[config.mk]
export PLATFORM = sky130hd
export DESIGN_NAME = tema3_2a
export DESIGN_NICKNAME = d
export VERILOG_FILES = /design/src/rtl/tema3_2a_pkg.sv /design/src/rtl/tema3_2a_sync_debounce.sv /design/src/rtl/tema3_2a.sv
export SDC_FILE = /design/constraint.sdc
export NUM_CORES = 1
export LEC_CHECK = 0
export CAP_MARGIN = 20
export CORE_AREA = 3 3 40 42
export DETAILED_ROUTE_END_ITERATION = 7
export DIE_AREA = 0 0 43 45
export GPL_ROUTABILITY_DRIVEN = 0
export SETUP_SLACK_MARGIN = 0.15
export SYNTH_ARGS = -nofsm -noshare
export SYNTH_HDL_FRONTEND = slang
export SYNTH_SLANG_ARGS = --single-unit
[constraint.sdc]
create_clock -name clk -period 1.5 [get_ports clk]
set_clock_uncertainty 0.1 [all_clocks]
set_input_delay 0.3 -clock clk [delete_from_list [all_inputs] [get_ports clk]]
set_output_delay 0.3 -clock clk [all_outputs]
set_load 0.02 [all_outputs]
[src/rtl/tema3_2a_pkg.sv]
// Shared widths, default debounce length and the select-to-one-hot decode
// for the tema3_2a switch-to-LED decoder.
package tema3_2a_pkg;

    localparam int unsigned SW_W                = 2;
    localparam int unsigned LED_W               = 4;
    localparam int unsigned DEBOUNCE_CYCLES_DEF = 4;

    // Map a select code to a one-hot LED vector (bit n set for select n).
    function automatic logic [LED_W-1:0] sel_to_onehot(input logic [SW_W-1:0] sel);
        logic [LED_W-1:0] oh;
        oh      = '0;
        oh[sel] = 1'b1;
        return oh;
    endfunction

endpackage

[src/rtl/tema3_2a_sync_debounce.sv]
// Two-flop synchronizer plus whole-vector debounce filter for the switch pair.
// Build option: define TEMA3_2A_DEBOUNCE_EN to compile in the debounce
// filter; without it the filtered vector is the synchronized vector.
module tema3_2a_sync_debounce
    import tema3_2a_pkg::*;
#(
    parameter int unsigned DEBOUNCE_CYCLES = DEBOUNCE_CYCLES_DEF
)(
    input  logic            clk,
    input  logic            rst_n,
    input  logic [SW_W-1:0] sw,
    output logic [SW_W-1:0] filt
);

    if (DEBOUNCE_CYCLES < 1 || DEBOUNCE_CYCLES > 65535) begin : g_bad_debounce
        $error("tema3_2a_sync_debounce: DEBOUNCE_CYCLES must be 1..65535");
    end

    logic [SW_W-1:0] meta;
    logic [SW_W-1:0] sync;

    // Two-flop synchronizer, both bits moved together as one vector.
    always_ff @(posedge clk or negedge rst_n) begin
        if (!rst_n) begin
            meta <= '0;
            sync <= '0;
        end else begin
            meta <= sw;
            sync <= meta;
        end
    end

`ifdef TEMA3_2A_DEBOUNCE_EN
    localparam int unsigned         CNT_W    = $clog2(DEBOUNCE_CYCLES + 1);
    localparam logic [CNT_W-1:0]    CNT_LAST = CNT_W'(DEBOUNCE_CYCLES - 1);

    logic [CNT_W-1:0] cnt;
    logic [CNT_W-1:0] cnt_nxt;
    logic [SW_W-1:0]  filt_q;
    logic [SW_W-1:0]  filt_nxt;

    // Count only while sync differs from filt and is stable; meta != sync
    // flags that sync is about to change, which restarts the count. The
    // load happens on the count that would reach DEBOUNCE_CYCLES, so the
    // counter never exceeds DEBOUNCE_CYCLES-1 and cannot wrap.
    always_comb begin
        cnt_nxt  = '0;
        filt_nxt = filt_q;
        if (sync != filt_q && meta == sync) begin
            if (cnt >= CNT_LAST) begin
                filt_nxt = sync;
            end else begin
                cnt_nxt = cnt + 1'b1;
            end
        end
    end

    // Debounce counter and filtered vector registers.
    always_ff @(posedge clk or negedge rst_n) begin
        if (!rst_n) begin
            cnt    <= '0;
            filt_q <= '0;
        end else begin
            cnt    <= cnt_nxt;
            filt_q <= filt_nxt;
        end
    end

    assign filt = filt_q;
`else
    assign filt = sync;
`endif

endmodule

[src/rtl/tema3_2a.sv]
// Registered 2-to-4 one-hot decoder of a synchronized, debounced switch pair.
// Build option: TEMA3_2A_DEBOUNCE_EN enables the debounce filter.
module tema3_2a
    import tema3_2a_pkg::*;
#(
    parameter int unsigned DEBOUNCE_CYCLES = DEBOUNCE_CYCLES_DEF
)(
    input  logic clk,
    input  logic rst_n,
    input  logic sw0,
    input  logic sw1,
    output logic led0,
    output logic led1,
    output logic led2,
    output logic led3
);

    logic [SW_W-1:0]  filt;
    logic [LED_W-1:0] led_q;

    tema3_2a_sync_debounce #(
        .DEBOUNCE_CYCLES(DEBOUNCE_CYCLES)
    ) u_sync_debounce (
        .clk   (clk),
        .rst_n (rst_n),
        .sw    ({sw1, sw0}),
        .filt  (filt)
    );

    // LED register reloaded every clock with the decode of the filtered select.
    always_ff @(posedge clk or negedge rst_n) begin
        if (!rst_n) begin
            led_q <= '0;
        end else begin
            led_q <= sel_to_onehot(filt);
        end
    end

    assign {led3, led2, led1, led0} = led_q;

endmodule

[Yosys cells after proc, flatten, opt, wreduce, memory -nomap -nowiden]
Index checks and enable logic that the tools add are counted.
Operators by class
  mux-type cells: 2
  $lt $le $gt $ge: 2
  reduce and logical (&&, ||, !) cells: 1
Operators with widths (count)
  $lt A2 B3 Y1 const B: 1
  $demux W1 S2: 1
  $ge A2 B1 Y1 const B: 1
  $logic_and A1 B1 Y1: 1
  $mux W1: 1
Storage, ports and cells
  register bits: 8
  input port bits: 4
  logic and storage cells: 8
  output and inout bits: 4

[Logic depth before layout (Yosys ltp)]
  word-level depth: 4
  mapped depth: 1
  depth with buffers taken out: 1

[Cells and area by module]
A second synthesis with hierarchy kept.
Second synthesis, totals
  cells, all modules: 12
  area total of the unflattened synthesis: 226.5 um2
By module, submodules not included
  tema3_2a: cells each 8, area each 126.4 um2, times used 1, seq. area each 100.1 um2
  tema3_2a_sync_debounce: cells each 4, area each 100.1 um2, times used 1, seq. area each 100.1 um2

[Least setup slack after synthesis]
Ideal clock, no wire load.
  path type: reg2out
  start: reg led_q[0]
  end: out led0
  cell stages (with the launch flop): 1
  setup slack: 0.684 ns
  required time: 1.100 ns
  path buffers: 0
  data arrival time: 0.416 ns
  path through: dfrtp_1
RTL lines
  start: declaration: line tema3_2a.sv:19  | logic [LED_W-1:0] led_q;
  start signal: assignment: line tema3_2a.sv:35  | led_q <= sel_to_onehot(filt);
  end: declaration: line tema3_2a.sv:12  | output logic led0,
No word-level cell between the ends.

[Final worst setup path]
  start: reg led_q[2]
  end: out led2
RTL lines
  end: declaration: line tema3_2a.sv:14  | output logic led2,
No word-level cell between the ends.

==> metrics.md <==
| Metric | Value |
|---|---|
| Run status | `completed` |
| CTS sink cnt | `8` |
| Clk buf depth | `2` |
| Crit path kind | `reg2out` |
| Grt total ovfl | `0` |
| Die Area | `approximately 1900 µm²` |
| Via/cell ratio | `3.30` |
| Crit end category | `output port` |
| DR vias | `around 120` |
| Worst-margin pin slew | `between 300 and 400 ps` |
| Post-synthesis adder-cell area fraction | `0%` |
| YS warnings | `0` |
| Hold_buf cts | `0` |
| Fin crit period | `1300 ps` |
| Global route hottest layer | `met2` |
| Starting density of the core | `between 10% and 20%` |
| Nets@finish | `28` |
| Routed wire length | `around 290 µm` |
| Most common cell in the netlist | `dfrtp_1` |
| Pleak | `around 0.16 nW` |
| DRC | `0` |
| TritonCTS Buffers | `3` |
| Slowest stage delay, CP | `350 ps` |
| HP Class | `in2async` |
| Antenna violations before repair | `0` |
| CTS root buf | `clkbuf_4` |
| Slowest-stage cell, CP | `dfrtp_1` |
| Die H | `about 45 µm` |
| Critical Path Start Type | `register` |
| Mean Syn Cell Area | `around 19 µm²` |
| Core area | `1280 µm²` |
| DRT iter0 DRCs | `0` |
| Total power draw | `409 µW` |
| Post-Syn Instances | `12` |
| PortBufs | `7` |
| Reg clk slew, reported paths | `50 ps` |
| Cell Area, Synth | `about 230 µm²` |
| Critical Path AT | `around 900 ps` |
| Largest net degree at the start of global routing | `9` |
| Synth Area in Compound Gates | `0%` |
| Final setup TNS | `0 ps` |
| Syn_nets | `16` |
| Avg WL per Cell | `between 7 and 8 µm` |
| Final period util | `roughly 87%` |
| Post-synth EDFFs | `0` |
| CTS H-tree lvls | `1` |
| Post-synthesis async set-or-reset flop share | `between 90% and 100%` |
| RSZ-0062 raised after global routing | `no` |
| CTS tree | `yes` |
| Final Hold Vio Count | `0` |
| Clk Latency, worst-skew pair | `~240 ps` |
| Max FO, Critical Path | `1` |
| Synth Area in XOR/XNOR | `0%` |
| Ranking of synthesized cells by area | `dfrtp_1, and2b_2, and2_2, nor2b_1, nor2_1` |
| Final setup violating endpoints | `0` |
| First-pass GRT wire length | `427 µm` |
| CP Data Required Time | `between 1000 and 1500 ps` |
| Relative slew slack | `76.6%` |
| Area grow syn2layout | `47.0%` |
| Sequential area share after synthesis | `around 88%` |
| Crit path max-delay family | `flip-flops` |
| Max Cap Viol | `0` |
| Met3 GRT Util | `under 10%` |
| Cell Chain, Critical Path | `dlygate4sd2_1` |
| Die W | `~43 µm` |
| Ant. Diodes | `0` |
| Multiplexer share of the synthesized area | `0%` |
| Max Slew Vio Count | `0` |
| Main combinational cell family by area after synthesis | `simple AND/OR/NAND/NOR gates` |
| Most instantiated cells after synthesis | `dfrtp_1, and2_2, and2b_2, nor2_1, nor2b_1` |
| Leading area contributor after synthesis | `dfrtp_1` |
| I/O pin cnt | `8` |
| ANT nets after route | `0` |
| Grt met2 use | `under 10%` |
| Vias in the first global route | `between 100 and 150` |
| Netlist cell types | `5` |
| Power Dens Cells | `1230 nW/µm²` |
| All-Layer GR Usage | `around 3.4%` |
| Max Freq | `between 700 and 800 MHz` |
| Maximum vdd drop | `approximately 400 µV` |
| Simple-Gate Fraction of Synth Area | `11.6%` |
| Initial DRT Pass Iterations | `1` |
| R2r setup slk | `~700 ps` |
| CP Buf/Inv Count | `1` |
| Top FF cell, synth | `dfrtp_1` |
| GR Util met1 | `approximately 3.3%` |
| Area share of the largest cell type after synthesis | `88.4%` |
| #FFs+latches synth | `8` |
| Layout cells sized above 1 | `a little under a quarter` |
| Row cnt | `13` |
==> state kept, by name, indices dropped and copies added (netlist names) <==
| register | flops |
|---|---|
| u_sync_debounce.filt | 2 |
| u_sync_debounce.meta | 2 |
| led_q | 4 |
==> per-layer routing <==
metal	routed length, µm	part of all wire, %
met2	122	43
met3	57	20
met5	0	0
met1	104	36
met4	0	0
==> cell usage in the layout, fill, tap and decap left out <==
cell	instances
clkbuf_4	3
dlygate4sd2_1	4
dfrtp_1	8
clkdlybuf4s50_1	3
nor2_1	1
and2_2	1
and2b_2	1
nor2b_1	1
==> power by group <==
part,switching (mW),internal (mW)
registers,0.00402,0.227
logic,0.0147,0.0150
clock network,0.0578,0.0905
total,0.0765,0.333
==> kinds of logic (layout without fill, tap and decap cells) <==
family,Yosys count,count (layout)
buf+inv,0,10
flops,8,8
simple gates,4,4
==> worst paths after layout <==
check / start / endpoint / cells after the start
max: led_q[2] / led2 / 1
min: rst_n / led_q[0] / 1
max reg2reg: u_sync_debounce.filt[0] / led_q[1] / 1
min reg2reg: u_sync_debounce.meta[0] / u_sync_debounce.filt[0] / 0
max in group asynchronous: rst_n / u_sync_debounce.meta[1] / 1
min in group clk: u_sync_debounce.meta[0] / u_sync_debounce.filt[0] / 0
==> metrics by stage <==
| step | setup slack, ps | hold WS (ps) | cell area, µm² | util, % | std cells |
|---|---|---|---|---|---|
| 6_report | 197 | 235 | 333 | 25.9 | 37 |
| 2_1_floorplan | 684 | -95.6 | 226 | - | 12 |
| 3_3_place_gp | 209 | 233 | 315 | 24.5 | 34 |
| 3_5_place_dp | 196 | 237 | 315 | 24.5 | 34 |
| 4_1_cts | 181 | 235 | 333 | 25.9 | 37 |
| 5_1_grt | 160 | 249 | 333 | 25.9 | 37 |
==> what timing repair did <==
item	4_1_cts	5_1_grt
gates resized for setup	4	0
setup endpoints to repair	4	0
setup buffers	0	0
==> cell type report <==
cell class	count	area, µm²
flip-flops and latches	8	200
fillers	132	952
repair buffers	7	65.1
well taps	15	18.8
multi-input cells	4	26.3
clock buffers	3	22.5
(Power assumes the default switching activity.)
